`src/rtl/mcu_readback.sv`:
```
// Streams a block of memory words to a host through a 2-entry FIFO with valid/ready handshake.
// Optional macro MCU_READBACK_PARITY_EN appends an even-parity bit above the pixel word.
module mcu_readback #(
    parameter int unsigned N           = 2,
    parameter int unsigned BITS_IMAGEN = 8,
    parameter int unsigned ADDR_WIDTH  = 10
) (
    input  logic                       i_CLK,
    input  logic                       i_Reset,
    input  logic                       i_Start,
    input  logic                       i_Abort,
    input  logic [ADDR_WIDTH-1:0]      i_BaseAddr,
    input  logic [ADDR_WIDTH-1:0]      i_Length,
    output logic                       o_RdEn,
    output logic [ADDR_WIDTH-1:0]      o_RdAddr,
    input  logic [N*BITS_IMAGEN-1:0]   i_MemWord,
    output logic [3*BITS_IMAGEN-1:0]   o_Data,
    output logic                       o_Valid,
    input  logic                       i_Ready,
    output logic                       o_Busy,
    output logic                       o_Done
);

    localparam int unsigned W  = N * BITS_IMAGEN;
    localparam int unsigned OW = 3 * BITS_IMAGEN;
`ifdef MCU_READBACK_PARITY_EN
    localparam int unsigned EW = W + 1;
`else
    localparam int unsigned EW = W;
`endif

    typedef enum logic [1:0] {StIdle, StRead, StDone} state_e;

    state_e                state_q;
    logic [ADDR_WIDTH-1:0] base_q;
    logic [ADDR_WIDTH-1:0] len_q;
    logic [ADDR_WIDTH-1:0] issued_q;
    logic [ADDR_WIDTH-1:0] xfer_q;
    logic [1:0]            count_q;
    logic                  inflight_q;
    logic [EW-1:0]         head_q;
    logic [EW-1:0]         tail_q;

    logic                  pop;
    logic                  push;
    logic [2:0]            occ;
    logic                  rd_en;
    logic [EW-1:0]         wr_entry;
    logic [OW-1:0]         data_full;

    assign pop  = (count_q != 2'd0) && i_Ready;
    assign push = inflight_q;

    // Occupancy the FIFO will need once every outstanding read has landed.
    assign occ = {1'b0, count_q} + {2'b00, inflight_q} - {2'b00, pop};

    assign rd_en = (state_q == StRead) && (issued_q < len_q) && (occ < 3'd2) && !i_Abort;

`ifdef MCU_READBACK_PARITY_EN
    assign wr_entry = {^i_MemWord, i_MemWord};
`else
    assign wr_entry = i_MemWord;
`endif

    always_comb begin
        data_full           = '0;
        data_full[EW-1:0]   = head_q;
    end

    always_comb begin
        o_RdEn   = rd_en && !i_Reset;
        o_RdAddr = i_Reset ? '0 : (base_q + issued_q);
        o_Data   = i_Reset ? '0 : data_full;
        o_Valid  = (count_q != 2'd0) && !i_Reset;
        o_Busy   = (state_q != StIdle) && !i_Reset;
        o_Done   = (state_q == StDone) && !i_Reset && !i_Abort;
    end

    always_ff @(posedge i_CLK) begin
        if (i_Reset || i_Abort) begin
            // Abort and reset both drop buffered and in-flight data on the floor.
            state_q    <= StIdle;
            base_q     <= '0;
            len_q      <= '0;
            issued_q   <= '0;
            xfer_q     <= '0;
            count_q    <= 2'd0;
            inflight_q <= 1'b0;
            head_q     <= '0;
            tail_q     <= '0;
        end else begin
            inflight_q <= rd_en;
            if (rd_en) begin
                issued_q <= issued_q + ADDR_WIDTH'(1);
            end
            if (pop) begin
                xfer_q <= xfer_q + ADDR_WIDTH'(1);
            end

            unique case ({push, pop})
                2'b10: begin
                    if (count_q == 2'd0) begin
                        head_q <= wr_entry;
                    end else begin
                        tail_q <= wr_entry;
                    end
                    count_q <= count_q + 2'd1;
                end
                2'b01: begin
                    head_q  <= tail_q;
                    count_q <= count_q - 2'd1;
                end
                2'b11: begin
                    if (count_q == 2'd1) begin
                        head_q <= wr_entry;
                    end else begin
                        head_q <= tail_q;
                        tail_q <= wr_entry;
                    end
                end
                default: begin
                end
            endcase

            case (state_q)
                StIdle: begin
                    if (i_Start) begin
                        base_q   <= i_BaseAddr;
                        len_q    <= i_Length;
                        issued_q <= '0;
                        xfer_q   <= '0;
                        state_q  <= (i_Length != '0) ? StRead : StDone;
                    end
                end
                StRead: begin
                    if (pop && (xfer_q + ADDR_WIDTH'(1) == len_q)) begin
                        state_q <= StDone;
                    end
                end
                StDone: begin
                    state_q <= StIdle;
                end
                default: begin
                    state_q <= StIdle;
                end
            endcase
        end
    end

endmodule

```
`config.mk`:
```
export PLATFORM = sky130hd
export DESIGN_NAME = mcu_readback
export DESIGN_NICKNAME = d
export VERILOG_FILES = /design/src/rtl/mcu_readback.sv
export SDC_FILE = /design/constraint.sdc
export NUM_CORES = 1
export LEC_CHECK = 0
export ABC_AREA = 1
export CORE_MARGIN = 2
export CORE_UTILIZATION = 35
export CTS_CLUSTER_DIAMETER = 120
export CTS_CLUSTER_SIZE = 25
export DETAILED_ROUTE_END_ITERATION = 16
export PLACE_DENSITY = 0.66
export SLEW_MARGIN = 20
export SYNTH_ARGS = -nofsm -noshare
export SYNTH_HDL_FRONTEND = slang
export SYNTH_SLANG_ARGS = --single-unit
```
`constraint.sdc`:
```
create_clock -name i_CLK -period 6.07 [get_ports i_CLK]
set_input_delay 0.9105 -clock i_CLK [delete_from_list [all_inputs] [get_ports i_CLK]]
set_output_delay 0.9105 -clock i_CLK [all_outputs]
set_load 0.005 [all_outputs]
```
---- Word level (Yosys, flattened, before mapping) ----
Index checks and enable logic that the tools add are counted.
storage, ports and cells
  flip-flop bits (word level) ............. 77
  input bits .............................. 41
  output and inout bits ................... 38
  logic and storage cells ................. 74
cells by class
  add/sub/neg operators ................... 7
  order comparisons ....................... 2
  equal/unequal tests ..................... 12
  multiplexer cells ....................... 19
  reduce and logical (&&, ||, !) cells .... 25
operator list
  kind                                                         number
  two-way mux 16 bit                                           5
  two-way mux 10 bit                                           7
  one-hot mux 16 bit (3 select lines)                          1
  one-hot mux 16 bit (2 select lines)                          1
  adder 10 x 1 -> 10 bit (second input constant)               2
  adder 10 bit                                                 1
  equality test 10 bit                                         1
  logical AND 1 bit                                            10
  less-than comparator 10 bit                                  1
  nonzero test 10 bit                                          1
  != test 2 bit (second input constant)                        4
  one-hot mux 2 bit (2 select lines)                           2
  nonzero test 2 bit                                           4
  equality test 2 x 1 -> 1 bit (second input constant)         3
  equality test 2 bit (second input constant)                  3
  two-way mux 2 bit                                            3
  AND reduction 2 bit                                          3
  logical NOT 2 bit                                            2
  adder 2 x 1 -> 3 bit                                         1
  less-than comparator 3 x 2 -> 1 bit (second input constant)  1
  AND reduction 3 bit                                          1
  nonzero test 3 bit                                           1
  subtractor 3 x 1 -> 3 bit                                    1
  adder 2 x 1 -> 2 bit (second input constant)                 1
  other kinds (4)                                              5

---- Longest topological paths before layout ----
Gate-level depths: netlist of run 1.
  depth in word-level cells ............... 9
  mapped depth ............................ 20
  mapped depth without buffers ............ 19

---- Worst setup path before layout of run 1 ----
Ideal clock, no wire load.
  kind .................................... input -> output
  start ................................... input i_Ready
  end ..................................... output o_RdEn
  data arrival time ....................... 2811 ps
  required time ........................... 5159 ps
  setup slack ............................. 2348 ps
  stages on the path ...................... 16
  buffers on the path ..................... 0
  cells stage by stage .................... inv_1 > nor2_4 > inv_2 > nor2_1 > inv_1 > nand2_1 > inv_1 > nor2_1 > inv_1 > fa_1 > nand2_1 > nor3_1 > nand2_1 > a21oi_2 > nand2_2 > nor2_1
on the way
  longest elaborated chain between the ends .. 6
RTL lines
  what                                 RTL line  source
  start: declaration                   19        input logic i_Ready,
  logical AND 1 bit                    51        assign pop = (count_q != 2'd0) && i_Ready;
  subtractor 3 x 1 -> 3 bit            55        assign occ = {1'b0, count_q} + {2'b00, inflight_q} - {2'b00, pop};
  less-than comparator 3 x 2 -> 1 bit  57        assign rd_en = (state_q == StRead) && (issued_q < len_q) && (occ < 3'd2) && !i_Abort;
  logical AND 1 bit (2 in a row)       57
  logical AND 1 bit                    71        o_RdEn = rd_en && !i_Reset;
  end: declaration                     14        output logic o_RdEn,
No other way between the ends.

---- Worst setup path after layout of run 1 ----
Ends and elaborated chain as after synthesis.

==> reports/metrics.cfg, run 1 <==
[run_status]
outcome = finished clean

[synthesis]
post_synth.cell_area_avg_um2 = 6.88
combinational_family_with_the_most_area_after_synthesis = simple AND/OR/NAND/NOR gates
post_synth_and_or_nand_nor_area_fraction_pct = 24.7
async_reset_ff_share_pct = 0
yosysWarnings = 0
synth_xor_xnor_area_share_pct = 1.98
synth_ff_type = sky130_fd_sc_hd__dfxtp_1
synth-seq-cells = 77
synth_compound_area_share_pct = 18.1
adder_cell_share_of_the_synthesized_area_pct = 7.14
synth_largest_area_cell = sky130_fd_sc_hd__dfxtp_1
synthMuxAreaShare_pct = 2.27
synthesis.instances = 642
number_of_enable_type_register_cells_in_the_synthesized_netlist = 0
yosysUniqueCellTypes = 34
synth_top_cells_by_area = sky130_fd_sc_hd__dfxtp_1 35%, sky130_fd_sc_hd__nor2_1 8.3%, sky130_fd_sc_hd__o21ai_0 8.3%
syn_area_mm2 = 0.00441
synth_seq_area_share_pct = 34.9
synth_largest_type_area_fraction_pct = 34.9

[finish]
multiInputGateArea_mm2 = 0.00242
area.sequential_mm2 = 0.00154
antennaDiodeCount = 0
num-nets-final = 765
drive_above_1_share_pct = 3.97
final_layout_fill_cell_count = 1265
area_growth_syn_to_layout_pct = 24.1

[timing]
timing.clock.skew_ps = 8.18
final_hold_viol_count = 0
timing_worst_slew_pin_value_ps = 935
finalWorstPathRequiredPeriod_ps = 5390
rsz_0062_raised_after_global_routing = no
period_share_pct = 88.8
worst_hold_slack_ps = 484
fin_setup_tns_ps = 0
upper_clock_frequency_limit_ghz = 0.186
maxSlewViolCount = 0
slew_headroom_pct = 37.5
final-setup-viol-count = 0

[floorplanning]
coreArea_mm2 = 0.0125
core.rowCount = 41
fp.dieW_um = 116
starting_density_of_the_core_pct = 35.4
fp.dieArea_mm2 = 0.0135
fp.dieH_um = 116
pin_count = 79

[critical_path]
required_ps = 5160
critPathKind = in -> out
arrival_ps = 4480
critPathCaptureType = primary output
cp_max_fo = 18
setup.worst_path.start_class = input port

[detailed_routing]
met1Wirelength_um = 5030
routedWlPerCell_um = 12.9
vias_per_cell = 4.84
antenna_violating_nets_post_route = 0
pre_antenna_drt_iters = 5
route.top_layer_used = met4
met3_wirelength_um = 534
drc_viols = 0
met2_length_um = 5510
dr_total_vias = 4244
number_of_design_rule_violations_left_by_the_first_detailed_router_iteration = 234
detail_route.wirelength_um = 11300

[power]
cellLeakagePower_uw = 0.00224
power.share.clock_pct = 43.3
netSwitchingFraction_pct = 25.1
p_total_uw = 1120
power.net_switching_uw = 282
power_frac_comb_pct = 10.3
power.share.sequential_pct = 46.4
power_per_cell_area_mw_per_mm2 = 205
ir_worst_vdd_v = 0.000147
internal_cell_power_uw = 841

[global_routing]
grt_antenna_before_repair = 0
overflow = 0
number_of_global_route_vias_before_repair = 4128
grt_usage_pct = 17.4
largest_net_degree_at_the_start_of_global_routing = 56
grt_first_pass_wirelength_um = 18800

[job]
drv_cap = 0

[clock_tree]
source_to_sink_clock_delay_at_the_later_pin_of_the_worst_skew_pair_ps = 330
cts_max_level = 3
cts_root_buf = sky130_fd_sc_hd__clkbuf_16
clk_pin_slew_ps = 60
maximum_number_of_buffers_from_clock_root_to_sink = 2
cts_hold_buf = 0
post_cts_repair_setup_buffers = 0
tritoncts = done
tritoncts_num_sinks = 77
tritoncts.num_buffers = 9
cts_resized = 0

[min_path]
hp_class = reg -> reg

[place]
hpwlAfterDp_um = 8400
port-buffer-count = 70
gpl.final_weighted_congestion = 0.837

==> sequential cells by signal (all words and copies together), names as in the netlist <==
signal	flops
xfer_q	10
state_q	2
issued_q	10
inflight_q	1
tail_q	16
base_q	10
head_q	16
len_q	10
count_q	2
==> worst max-delay path: stages <==
cell and delay, ps:
sky130_fd_sc_hd__clkdlybuf4s50_1 480, sky130_fd_sc_hd__inv_1 70, sky130_fd_sc_hd__nor2_4 340, sky130_fd_sc_hd__inv_2 140
sky130_fd_sc_hd__nor2_1 220, sky130_fd_sc_hd__inv_1 60, sky130_fd_sc_hd__nand2_1 90, sky130_fd_sc_hd__inv_1 60
sky130_fd_sc_hd__nor2_1 130, sky130_fd_sc_hd__inv_1 70, sky130_fd_sc_hd__fa_1 470, sky130_fd_sc_hd__nand2_1 50
sky130_fd_sc_hd__nor3_1 160, sky130_fd_sc_hd__nand2_1 80, sky130_fd_sc_hd__a21oi_2 100, sky130_fd_sc_hd__buf_4 180
sky130_fd_sc_hd__nand2_2 140, sky130_fd_sc_hd__nor2_1 180, sky130_fd_sc_hd__clkdlybuf4s50_1 530
==> logic make-up after synthesis <==
kind of cell               Yosys count
buffers and inverters              114
adders and majority gates           24
muxes                               10
DFF                                 77
other                                1
AOI/OAI and AO/OA                  151
xor gates and xnor gates            10
and+or+nand+nor                    255
==> through the flow <==
step / area, um^2 / cells / utilization, % / worst slack, ps
global route: 5480 / 877 / 43.9 / 362
finish: 5480 / 877 / 43.9 / 679
CTS: 5480 / 877 / 43.9 / 701
detailed placement: 5210 / 861 / 41.8 / 723
global placement: 5210 / 861 / 41.8 / 793
floorplan: 4440 / 649 / - / 2350
==> metal layers <==
layer / vias up / track usage [%]
li1: 2192 / -
met1: 1947 / 21.1
met2: 88 / 30.3
met3: 17 / 3.58
met4: 0 / 6.51
met5: - / 0
==> power by group through the flow <==
| stage | sequential [uW] | combinational (uW) | clock [uW] |
|---|---|---|---|
| after global placement | 531 | 114 | 0 |
| after CTS | 521 | 117 | 495 |
| after detailed placement | 532 | 117 | 0 |
| after floorplan | 530 | 70.6 | 0 |
| final | 521 | 116 | 486 |
| after global routing | 521 | 131 | 519 |
==> area by class of cell <==
cell class / instances / share of cell area (%)
repair buffers: 73 / 13.2
clock inverters: 6 / 0.731
clock buffers: 10 / 4.18
inverters: 81 / 5.55
flip-flops and latches: 77 / 28.1
multi-input cells: 458 / 44.3
well taps: 172 / 3.93
==> synthesized netlist by cell type, drive strengths merged, types with 5 or more instances <==
master    n
inv      80
nand3b    5
clkbuf   17
nand2    99
nor2    103
o21ai    73
mux2i    10
nor3      5
dfxtp    77
xor2      9
nand3    36
a21oi    64
ha       22
buf      16
==> cell usage in the layout, fill, tap and decap left out, drive strengths merged <==
cell type	n
nor2	103
nand2	99
inv	80
dfxtp	77
o21ai	73
clkdlybuf4s50	70
a21oi	64
nand3	36
ha	22
mux2i	10
clkbuf	10
xor2	9
conb	8
nor3	5
nand3b	5
nand4	4
o211ai	4
a211oi	4
clkinvlp	4
buf	3
clkinv	3
o21bai	2
o21a	2
nor4	2
fa	2
a221oi	1
and2	1
a21boi	1
xnor2	1
==> worst paths after layout <==
path         startpoint           to  slack [ps]  cells past startpoint
min           tail_q[1]    tail_q[1]         480                      2
min reg2reg   tail_q[1]    tail_q[1]         480                      2
max reg2reg  count_q[1]  issued_q[1]        2570                     19
max             i_Ready       o_RdEn         680                     19
No activity file was read; power rests on OpenSTA's default activity.
==> inputs of run 2 (changes only) <==
==> constraint.sdc (replaced) <==
create_clock -name i_CLK -period 5.68 [get_ports i_CLK]
set_input_delay 0.852 -clock i_CLK [delete_from_list [all_inputs] [get_ports i_CLK]]
set_output_delay 0.852 -clock i_CLK [all_outputs]
set_load 0.005 [all_outputs]
==> run 2 against run 1 <==
Via count is 0.28% higher. Global-route usage fell by 0.39 points. Clock-buffer cell count grew 1. Utilization grew 0.45 points. Non-clock buffer count increased by 1. Register-to-register slack worse by 20 ps. Sequential cell count unchanged. Design area grew 1.0%. Wire length fell by 2.1%.
==> reports/metrics.cfg, run 2 (synthesis gave the netlist of run 1 again) <==
[run_status]
outcome = finished clean

[critical_path]
crit_path_cell_trace = clkdlybuf4s50_1, inv_1, nor2_4, inv_2, nor2_1, inv_1, nand2_1, inv_1, nor2_1, inv_1, fa_1, nand2_1, nor3_1, nand2_1, a21oi_2, nand2_2, nor2_1, clkdlybuf4s50_1
critPathKind = in -> out
critical_path.top_delay_family = buffers and inverters
critPathCaptureType = primary output
setup_slack_of_the_most_critical_reg_to_reg_path_ps = 2550
buffer_and_inverter_count_on_the_worst_path = 7
setup.worst_path.start_class = input port
required_ps = 4830
critical-path-top-cell-by-count = sky130_fd_sc_hd__inv_1
arrival_ps = 4020
cp_max_fo = 10
critPathSlowestCell = sky130_fd_sc_hd__clkdlybuf4s50_1
maximum_cell_stage_delay_along_the_critical_path_ps = 530

[clock_tree]
cts_resized = 0
cts_root_buf = sky130_fd_sc_hd__clkbuf_16
tritoncts.num_buffers = 9
post_cts_repair_setup_buffers = 0
source_to_sink_clock_delay_at_the_later_pin_of_the_worst_skew_pair_ps = 330
cts_max_level = 3
maximum_number_of_buffers_from_clock_root_to_sink = 2
tritoncts = done
tritoncts_num_sinks = 77
cts_hold_buf = 0
clk_pin_slew_ps = 60

[power]
ir_worst_vdd_v = 0.000181
power_per_cell_area_mw_per_mm2 = 233
cellLeakagePower_uw = 0.00227
p_total_uw = 1290

[detailed_routing]
drc_viols = 0
pre_antenna_drt_iters = 5
number_of_design_rule_violations_left_by_the_first_detailed_router_iteration = 283
routedWlPerCell_um = 12.6
detail_route.wirelength_um = 11100
antenna_violating_nets_post_route = 0
vias_per_cell = 4.85
dr_total_vias = 4256

[place]
placedInstanceArea_mm2 = 0.00522
gpl.final_weighted_congestion = 0.867
hpwlAfterDp_um = 8090
port-buffer-count = 70
placedCellCount = 862

[floorplanning]
fp.dieArea_mm2 = 0.0135
fp.dieH_um = 116
pin_count = 79
starting_density_of_the_core_pct = 35.4
core.rowCount = 41
fp.dieW_um = 116
coreArea_mm2 = 0.0125

[timing]
fin_setup_tns_ps = 0
timing.clock.skew_ps = 6.87
period_share_pct = 85.8
final-setup-viol-count = 0
upper_clock_frequency_limit_ghz = 0.205
maxSlewViolCount = 0
finalWorstPathRequiredPeriod_ps = 4880
rsz_0062_raised_after_global_routing = no
slew_headroom_pct = 35.4
timing_worst_slew_pin_value_ps = 967
final_hold_viol_count = 0

[finish]
multiInputGateArea_mm2 = 0.00242
num-nets-final = 766
final_layout_fill_cell_count = 1259
drive_above_1_share_pct = 3.97
finish.instance_area_mm2 = 0.00553
post_layout_nonfiller_instances = 878
mostFrequentLayoutCells = 98 x sky130_fd_sc_hd__nor2_1, 97 x sky130_fd_sc_hd__nand2_1, 79 x sky130_fd_sc_hd__inv_1, 77 x sky130_fd_sc_hd__dfxtp_1, 73 x sky130_fd_sc_hd__o21ai_0
top_registers = head_q x16, tail_q x16
antennaDiodeCount = 0
area_growth_syn_to_layout_pct = 25.3
finish.utilization_pct = 44.4
area.sequential_mm2 = 0.00154
layout.cells.most_common = sky130_fd_sc_hd__nor2_1

[global_routing]
largest_net_degree_at_the_start_of_global_routing = 56
overflow = 0
number_of_global_route_vias_before_repair = 3998
grt_usage_pct = 17.0
grt_first_pass_wirelength_um = 18600
grt_antenna_before_repair = 0

[job]
drv_cap = 0

[min_path]
hp_class = reg -> reg

-- run 2: cell count changes in the layout (fill, tap and decap cells not counted) --
cell and delta:
sky130_fd_sc_hd__clkbuf_1 +1, sky130_fd_sc_hd__bufinv_16 +2, sky130_fd_sc_hd__clkinvlp_4 -3, sky130_fd_sc_hd__clkinv_4 +2, sky130_fd_sc_hd__clkinv_2 -2, sky130_fd_sc_hd__buf_4 +1
-- run 2: power by group --
part | switching [uW] | leakage (uW) | internal (uW) | total (uW)
Sequential | 6.67 | 0.000623 | 550 | 556
Combinational | 69.6 | 0.00150 | 55.1 | 125
Clock | 223 | 0.000150 | 387 | 609
Total | 299 | 0.00227 | 991 | 1290
-- run 2: cell type report --
| class | instances | share of cell area, % |
|---|---|---|
| timing repair buffer | 74 | 13.2 |
| clock buffer | 11 | 4.21 |
| tap | 172 | 3.89 |
| multi-input combinational | 458 | 43.8 |
| inverter | 81 | 5.50 |
| sequential | 77 | 27.9 |
| clock inverter | 5 | 1.54 |
-- run 2: stage by stage --
step | worst slack (ps) | hold slack [ps]
finish | 804 | 483
global route | 540 | 512
CTS | 843 | 485
detailed placement | 874 | 471
global placement | 966 | 463
floorplan | 2080 | 454
-- run 2: path summary, 6_finish.rpt --
kind | end | depth (start not counted) | startpoint
worst min register to register | tail_q[1] | 2 | tail_q[1]
worst min-delay path | tail_q[1] | 2 | tail_q[1]
worst max register to register | issued_q[7] | 20 | count_q[1]
worst max-delay path | o_RdEn | 18 | i_Ready
-- run 2: metal layers --
layer	GRT usage [%]	up-vias	routed length [um]
met3	4.10	13	600
met5	0	-	0
met4	4.44	0	107
met1	20.9	1938	4960
met2	29.8	108	5410
li1	-	2197	-
-- run 2: worst min-delay path, cell delays in order (launching register included) --
cell and delay [ps]:
sky130_fd_sc_hd__dfxtp_1 320, sky130_fd_sc_hd__nor2_1 50, sky130_fd_sc_hd__nor2_1 80
